$ cat src/rtl/cnn_layer_sequencer.sv
// rtl/cnn_layer_sequencer.sv - CNN accelerator layer sequencer
// Loads FM and weights, then walks a parameter layer table one handshake at a time under a watchdog.
module cnn_layer_sequencer #(
    parameter int                        NUM_LAYERS      = 5,
    parameter int                        LAYER_NUM_WIDTH = 3,
    parameter logic [2*NUM_LAYERS-1:0]   LAYER_TYPES     = 10'b11_10_01_01_00,
    parameter int                        TIMEOUT_WIDTH   = 20
) (
    input  logic                       clk,
    input  logic                       rst,
    input  logic                       start,
    input  logic                       init_fm_data_done,
    input  logic                       weight_data_done,
    input  logic                       layer_done,
    output logic                       init,
    output logic                       layer_start,
    output logic [LAYER_NUM_WIDTH-1:0] layer_num,
    output logic [1:0]                 layer_type,
    output logic [1:0]                 pre_layer_type,
    output logic                       busy,
    output logic                       net_done,
    output logic                       timeout_err
);

    typedef enum logic [2:0] {
        S_IDLE,
        S_LOAD,
        S_CHECK,
        S_ISSUE,
        S_RUN,
        S_NEXT,
        S_DONE
    } state_t;

    localparam logic [LAYER_NUM_WIDTH-1:0] LAST_LAYER = LAYER_NUM_WIDTH'(NUM_LAYERS - 1);
    localparam logic [LAYER_NUM_WIDTH-1:0] ONE_LAYER  = LAYER_NUM_WIDTH'(1);

    state_t                       state_q;
    logic                         start_q;
    logic                         fm_q;
    logic                         wt_q;
    logic [TIMEOUT_WIDTH-1:0]     wd_q;
    logic                         init_q;
    logic                         layer_start_q;
    logic [LAYER_NUM_WIDTH-1:0]   layer_num_q;
    logic [1:0]                   layer_type_q;
    logic [1:0]                   pre_type_q;
    logic                         busy_q;
    logic                         net_done_q;
    logic                         timeout_q;

    logic                         go;
    logic                         fm_d;
    logic                         wt_d;
    logic [TIMEOUT_WIDTH-1:0]     wd_d;
    logic                         wd_term;
    logic [LAYER_NUM_WIDTH-1:0]   layer_num_d;

    function automatic logic [1:0] type_of(input logic [LAYER_NUM_WIDTH-1:0] idx);
        logic [2*NUM_LAYERS-1:0] sh;
        sh = LAYER_TYPES >> {idx, 1'b0};
        return sh[1:0];
    endfunction

    assign go          = start & ~start_q;
    assign fm_d        = fm_q | init_fm_data_done;
    assign wt_d        = wt_q | weight_data_done;
    assign wd_d        = wd_q + TIMEOUT_WIDTH'(1);
    assign wd_term     = (wd_d == '1);
    assign layer_num_d = layer_num_q + ONE_LAYER;

    always_ff @(posedge clk) begin
        if (rst) begin
            state_q       <= S_IDLE;
            // Sampling start here means a level held through reset is not mistaken for a new edge.
            start_q       <= start;
            fm_q          <= 1'b0;
            wt_q          <= 1'b0;
            wd_q          <= '0;
            init_q        <= 1'b0;
            layer_start_q <= 1'b0;
            layer_num_q   <= '0;
            layer_type_q  <= 2'd0;
            pre_type_q    <= 2'd0;
            busy_q        <= 1'b0;
            net_done_q    <= 1'b0;
            timeout_q     <= 1'b0;
        end else begin
            start_q       <= start;
            init_q        <= 1'b0;
            layer_start_q <= 1'b0;
            net_done_q    <= 1'b0;
            case (state_q)
                S_IDLE: begin
                    if (go) begin
                        state_q      <= S_LOAD;
                        init_q       <= 1'b1;
                        busy_q       <= 1'b1;
                        layer_num_q  <= '0;
                        layer_type_q <= type_of('0);
                        pre_type_q   <= 2'd0;
                        timeout_q    <= 1'b0;
                        fm_q         <= 1'b0;
                        wt_q         <= 1'b0;
                        wd_q         <= '0;
                    end
                end
                S_LOAD: begin
                    fm_q <= fm_d;
                    wt_q <= wt_d;
                    wd_q <= wd_d;
                    if (fm_d && wt_d) begin
                        state_q      <= S_CHECK;
                        layer_num_q  <= ONE_LAYER;
                        layer_type_q <= type_of(ONE_LAYER);
                        pre_type_q   <= 2'd0;
                    end else if (wd_term) begin
                        state_q   <= S_IDLE;
                        busy_q    <= 1'b0;
                        timeout_q <= 1'b1;
                    end
                end
                S_CHECK: begin
                    state_q <= (layer_type_q == 2'd0) ? S_NEXT : S_ISSUE;
                end
                S_ISSUE: begin
                    state_q       <= S_RUN;
                    layer_start_q <= 1'b1;
                    wd_q          <= '0;
                end
                S_RUN: begin
                    wd_q <= wd_d;
                    // A completion on the terminal-count cycle still counts as success.
                    if (layer_done) begin
                        state_q    <= S_NEXT;
                        pre_type_q <= layer_type_q;
                    end else if (wd_term) begin
                        state_q   <= S_IDLE;
                        busy_q    <= 1'b0;
                        timeout_q <= 1'b1;
                    end
                end
                S_NEXT: begin
                    if (layer_num_q == LAST_LAYER) begin
                        state_q    <= S_DONE;
                        net_done_q <= 1'b1;
                    end else begin
                        state_q      <= S_CHECK;
                        layer_num_q  <= layer_num_d;
                        layer_type_q <= type_of(layer_num_d);
                    end
                end
                S_DONE: begin
                    state_q <= S_IDLE;
                    busy_q  <= 1'b0;
                end
                default: begin
                    state_q <= S_IDLE;
                    busy_q  <= 1'b0;
                end
            endcase
        end
    end

    assign init           = init_q;
    assign layer_start    = layer_start_q;
    assign layer_num      = layer_num_q;
    assign layer_type     = layer_type_q;
    assign pre_layer_type = pre_type_q;
    assign busy           = busy_q;
    assign net_done       = net_done_q;
    assign timeout_err    = timeout_q;

endmodule
$ cat config.mk
export PLATFORM = sky130hd
export DESIGN_NAME = cnn_layer_sequencer
export DESIGN_NICKNAME = d
export VERILOG_FILES = /design/src/rtl/cnn_layer_sequencer.sv
export SDC_FILE = /design/constraint.sdc
export NUM_CORES = 1
export LEC_CHECK = 0
export CELL_PAD_IN_SITES_DETAIL_PLACEMENT = 2
export CELL_PAD_IN_SITES_GLOBAL_PLACEMENT = 2
export CORE_MARGIN = 4
export CORE_UTILIZATION = 37
export DETAILED_ROUTE_END_ITERATION = 8
export GPL_TIMING_DRIVEN = 0
export PLACE_DENSITY_LB_ADDON = 0.05
export SLEW_MARGIN = 20
export SYNTH_ARGS = -nofsm -noshare
export SYNTH_HDL_FRONTEND = slang
export SYNTH_SLANG_ARGS = --single-unit
export TNS_END_PERCENT = 1
$ cat constraint.sdc
create_clock -name clk -period 3.6 [get_ports clk]
set_input_delay 0.72 -clock clk [delete_from_list [all_inputs] [get_ports clk]]
set_output_delay 0.72 -clock clk [all_outputs]
set_load 0.05 [all_outputs]
Word level (Yosys, flattened, before mapping)
Cells that the tools add are included.

Reductions and logical operators: 17. Multiplexer cells: 35. Bitwise logic cells: 7. Add/subtract/negate cells: 2. Equal/unequal tests: 13. Shift-type cells: 1.

Operators with widths (count): one-hot mux 20 bit (3 select lines) (1); two-way mux 3 bit (9); adder 20 x 1 -> 20 bit, second input constant (1); equality test 20 bit, second input constant (1); two-way mux 20 bit (1); one-hot mux 3 bit (6 select lines) (1); AND reduction 4 bit (4); inequality test 2 bit, second input constant (6); one-hot mux 2 bit (3 select lines) (2); two-way mux 1 bit (11); two-way mux 2 bit (5); >> shifter 10 x 4 -> 2 bit, first input constant (1); equality test 3 bit, second input constant (3); one-hot mux 3 bit (3 select lines) (1); nonzero test 3 bit (3); equality test 3 x 2 -> 1 bit, second input constant (2); OR reduction 2 bit (3); inverter 1 bit (4); one-hot mux 1 bit (2 select lines) (2); one-hot mux 1 bit (4 select lines) (1); AND reduction 2 bit (2); adder 3 x 1 -> 3 bit, second input constant (1); equality test 3 x 1 -> 1 bit, second input constant (1); logical NOT 3 bit (1); other kinds (7) (8).

Flip-flop bits (word level): 38. Output and inout port bits: 12. Bits of input ports: 6. Logic and storage cells: 88.

Depth between registers and ports, before layout
Word-level depth: 5. Gate-level depth with buffers: 8. Mapped depth without buffers: 7.

Worst setup path before layout
Ideal clock, no wire load.

Path type: reg-to-reg. From: reg layer_num_q[0], in the netlist layer_num[0]. To: reg layer_type_q[0], in the netlist layer_type[0]. Data required time: 3.530 ns. Arrival: 1.917 ns. Setup slack: 1.612 ns. Stages on the path, launching flop included: 8. Period minus slack after synthesis: 1.988 ns. Library setup time: 0.070 ns. Path buffers: 0. Cell sequence: dfxtp_1 > inv_1 > ha_1 > xor2_1 > maj3_1 > a21oi_1 > nand2_1 > a21oi_1.

Word-level cells in the longest chain between the ends: 4. Elaborated cells on any way between the ends: 7. Classes of those cells: add/sub (1); eq/ne (2); shift (1); mux (2); reduce/logical (1).

RTL lines: from (decl) (RTL line 45) `logic [LAYER_NUM_WIDTH-1:0] layer_num_q;`; from (signal assigned) (RTL line 149) `layer_num_q <= layer_num_d;`; adder 3 x 1 -> 3 bit (RTL line 70) `assign layer_num_d = layer_num_q + ONE_LAYER;`; >> shifter 10 x 4 -> 2 bit (RTL line 61) `sh = LAYER_TYPES >> {idx, 1'b0};`; two-way mux 2 bit (RTL line 144) `if (layer_num_q == LAST_LAYER) begin`; one-hot mux 2 bit (3 select lines) (RTL line 93) `case (state_q)`; to (signal assigned) (RTL line 100) `layer_type_q <= type_of('0);`; to (signal assigned) (RTL line 115) `layer_type_q <= type_of(ONE_LAYER);`; to (signal assigned) (RTL line 150) `layer_type_q <= type_of(layer_num_d);`; to (decl) (RTL line 46) `logic [1:0] layer_type_q;`.

Several ways; a longest one is shown, not always the timed one. The select of a mux whose other input is x is not followed. A chain may end at the register's enable or synchronous reset.

Final worst setup path
From: in start. To: reg wd_q[16].

Word-level cells in the longest chain between the ends: 3.

RTL lines: from (decl) (RTL line 11) `input logic start,`; AND 1 bit (RTL line 65) `assign go = start & ~start_q;`; inequality test 2 bit (no line); AND reduction 2 bit (no line); to (signal assigned) (RTL line 111) `wd_q <= wd_d;`; to (signal assigned) (RTL line 132) `wd_q <= wd_d;`; to (decl) (RTL line 42) `logic [TIMEOUT_WIDTH-1:0] wd_q;`.

Every way passes these cells.

==> qor.csv <==
metric,value,unit
clock share of power,45.2,%
fin util,46.0,%
Worst path most repeated cell,nor2_1,
DR iter-0 viols,57,
Pins Over Slew Limit,0,
Slowest cell on crit path,o31ai_1,
Final Power,1.02,mW
Inserted Diodes,0,
Worst EP required,3.77,ns
htree depth,2,
number of global-route vias before repair,2424,
final instance area,0.00259,sq mm
full die area,0.00724,sq mm
largest net degree at the start of global routing,13,
setup violators final,0,
Worst-Skew Late Latency,0.30,ns
DRT met1 WL,3.16,mm
"Remaining Overflow, GRT",0,
Net Sw Frac,25.1,%
crit path kind,in2reg,
Post-Route WL,7.20,mm
number of max-cap violations,0,
via count,2244,
Total Routing Usage GR,21.2,%
placed insts,369,
outcome,"complete, no violations",
part of the power in registers,42.5,%
first-pass GRT wire length,12.4,mm
CTS buffer count,5,
Rows,27,
PortBufs,16,
RSZ-0062 raised after global routing,no,
Longest Clk Path Bufs,2,
I/O pin count,18,
Crit. End Element,flip-flop,
post_cts resized,0,
Initial Utilization,39.0,%
Die X,85.1,um
CTS tree,built,
Mapped Cells,281,
"CTS clk-pin slew, worst paths",0.08,ns
Internal,0.765,mW
Slew @ Worst Pin,0.891,ns
Root Buffer Master,clkbuf_8,
post-synth top area share,34.6,%
crit path time final,2.64,ns
Syn Nets,291,
fraction of registers with async set/reset,0,%
First-pass DRT Iterations,4,
YS warnings,0,
Die Y,85.1,um
Tcrit/Tclk final,73.4,%
Comb pwr share,12.3,%
type of origin of the critical path,primary input,
Placed Area,0.00245,sq mm
"EDFF count, synth",0,
cell chain of the critical path,clkdlybuf4s50_1 -> nor2b_1 -> nor2_1 -> o31ai_1 -> o21ai_0 -> a22oi_1 -> nor2_1,
synth-to-layout area growth,17.9,%
r2r setup slk,1.32,ns
Sink Count,38,
Routed wire per std cell,19.1,um
Net Switching,0.256,mW
max layer used,met4,
Final Wtd Congestion,0.818,
DRT antenna net count,0,
Static Leak,0.904,nW
Final nets,314,
"Seq/Total Area, Yosys",34.6,%
Hold Path Class,reg2reg,
setup tns final,0,ns
Hold Buf Count CTS,0,
clk_skew,0.00762,ns
post-DR vias/cell,5.95,
WL met2,3.75,mm
drc violations,0,
Post-Syn Area,0.00220,sq mm
Max Fanout on Critical Path,6,
Area contributors post-synth,"dfxtp_1, a21oi_1, nor2_1, o21ai_0, nand2_1",
initial antenna violation count,0,
Final Hold Fails,0,
Post-CTS Setup Repair Bufs,0,
Detailed Place HPWL,5.18,mm
Fmax,378,MHz
PwrDens,394,mW/mm^2
Max IR drop VDD,0.195,mV
leading area contributor after synthesis,dfxtp_1,
ys flop type,dfxtp_1,
Mapped Avg Cell Area,7.83,sq um
CP max stage delay,0.73,ns
Slew headroom,40.1,%
routed wl met3,133,um
Worst EP arrival,2.81,ns
Filler cells,649,
layout cell share with drive strength beyond 1,9.51,%
synth unique cells,53,
register bit total from synthesis,38,
final cell count without fillers,377,
core area,0.00564,sq mm
[synthesized netlist by cell type, types with 4 or more instances]
master / n
nand4_1: 6
a31oi_1: 5
nor3_1: 6
a21oi_1: 34
nand2_1: 20
nand2b_1: 9
a211oi_1: 6
o21ai_0: 17
inv_1: 6
a22oi_1: 4
or3_1: 6
ha_1: 4
and3_1: 4
dfxtp_1: 38
nor2_1: 39
nand3_1: 11
a21o_1: 4
a311oi_1: 4
clkbuf_1: 7
[kinds of logic (layout without fill, tap and decap cells)]
| group | count (synthesis) | after routing | share of synthesized area [%] |
|---|---|---|---|
| AO/OA/AOI/OAI | 87 | 87 | 25.1 |
| XOR/XNOR | 5 | 5 | 1.99 |
| adder cells (fa/ha/maj) | 5 | 5 | 2.73 |
| buffers and inverters | 22 | 46 | 5.23 |
| flip-flops | 38 | 38 | 34.6 |
| AND/OR/NAND/NOR | 124 | 124 | 30.4 |
[metal layers]
metal	up-vias	GRT usage, %
met5	-	0
met4	0	7.05
met3	13	3.30
met2	22	38.9
met1	1132	25.0
li1	1077	-
[power groups by stage]
stage | registers [mW] | logic (mW) | clock network [mW]
finish | 0.433 | 0.126 | 0.462
global route | 0.435 | 0.139 | 0.495
CTS | 0.433 | 0.127 | 0.472
detailed placement | 0.444 | 0.125 | 0
global placement | 0.443 | 0.121 | 0
floorplan | 0.450 | 0.0749 | 0
[layout make-up]
type	instances	area, sq um	area share, %
multi-input cells	221	1320	51.1
flip-flops and latches	38	761	29.3
repair buffers	16	160	6.18
plain buffers	16	92.6	3.57
well taps	72	90.1	3.47
clock buffers	6	82.6	3.19
clock inverters	2	60.1	2.32
inverters	6	22.5	0.869
[flip-flops by register name, summed over array words and instances (netlist names)]
signal / count
pre_layer_type: 2
busy: 1
timeout_err: 1
layer_start: 1
init: 1
net_done: 1
layer_type: 2
fm_q: 1
wd_q: 20
wt_q: 1
state_q: 3
start_q: 1
layer_num: 3
[critical path: cells and delay by family]
| family | cells | cell delay, ns |
|---|---|---|
| AOI/OAI and AO/OA | 3 | 1.17 |
| buffers and inverters | 1 | 0.50 |
| and+or+nand+nor | 3 | 0.41 |
[placed cells by master, fill, tap and decap left out, types with 5 or more instances in the layout]
master and instances:
clkbuf_1 7, a211oi_1 6, clkbuf_8 6, dfxtp_1 38
clkdlybuf4s50_1 16, nand3_1 11, nor3_1 6, nand2_1 20
a21oi_1 34, or3_1 6, o21ai_0 17, nand2b_1 9
inv_1 6, nor2_1 39, nand4_1 6, a31oi_1 5
[final timing paths]
check,cells after the start,endpoint,startpoint
worst min-delay path,2,pre_layer_type[0]$_SDFFE_PP0P_,pre_layer_type[0]$_SDFFE_PP0P_
worst min register to register,2,pre_layer_type[0]$_SDFFE_PP0P_,pre_layer_type[0]$_SDFFE_PP0P_
worst max-delay path,7,wd_q[16]$_SDFFE_PP0P_,start
worst max register to register,7,busy$_SDFFE_PP0P_,wd_q[0]$_SDFFE_PP0P_
[through the flow]
stage	hold slack (ns)	setup WS, ns
global route	0.495	0.738
global placement	0.455	0.742
CTS	0.484	0.927
floorplan	0.454	1.61
detailed placement	0.471	0.661
finish	0.483	0.956
Power figures use the tool's default switching activity.
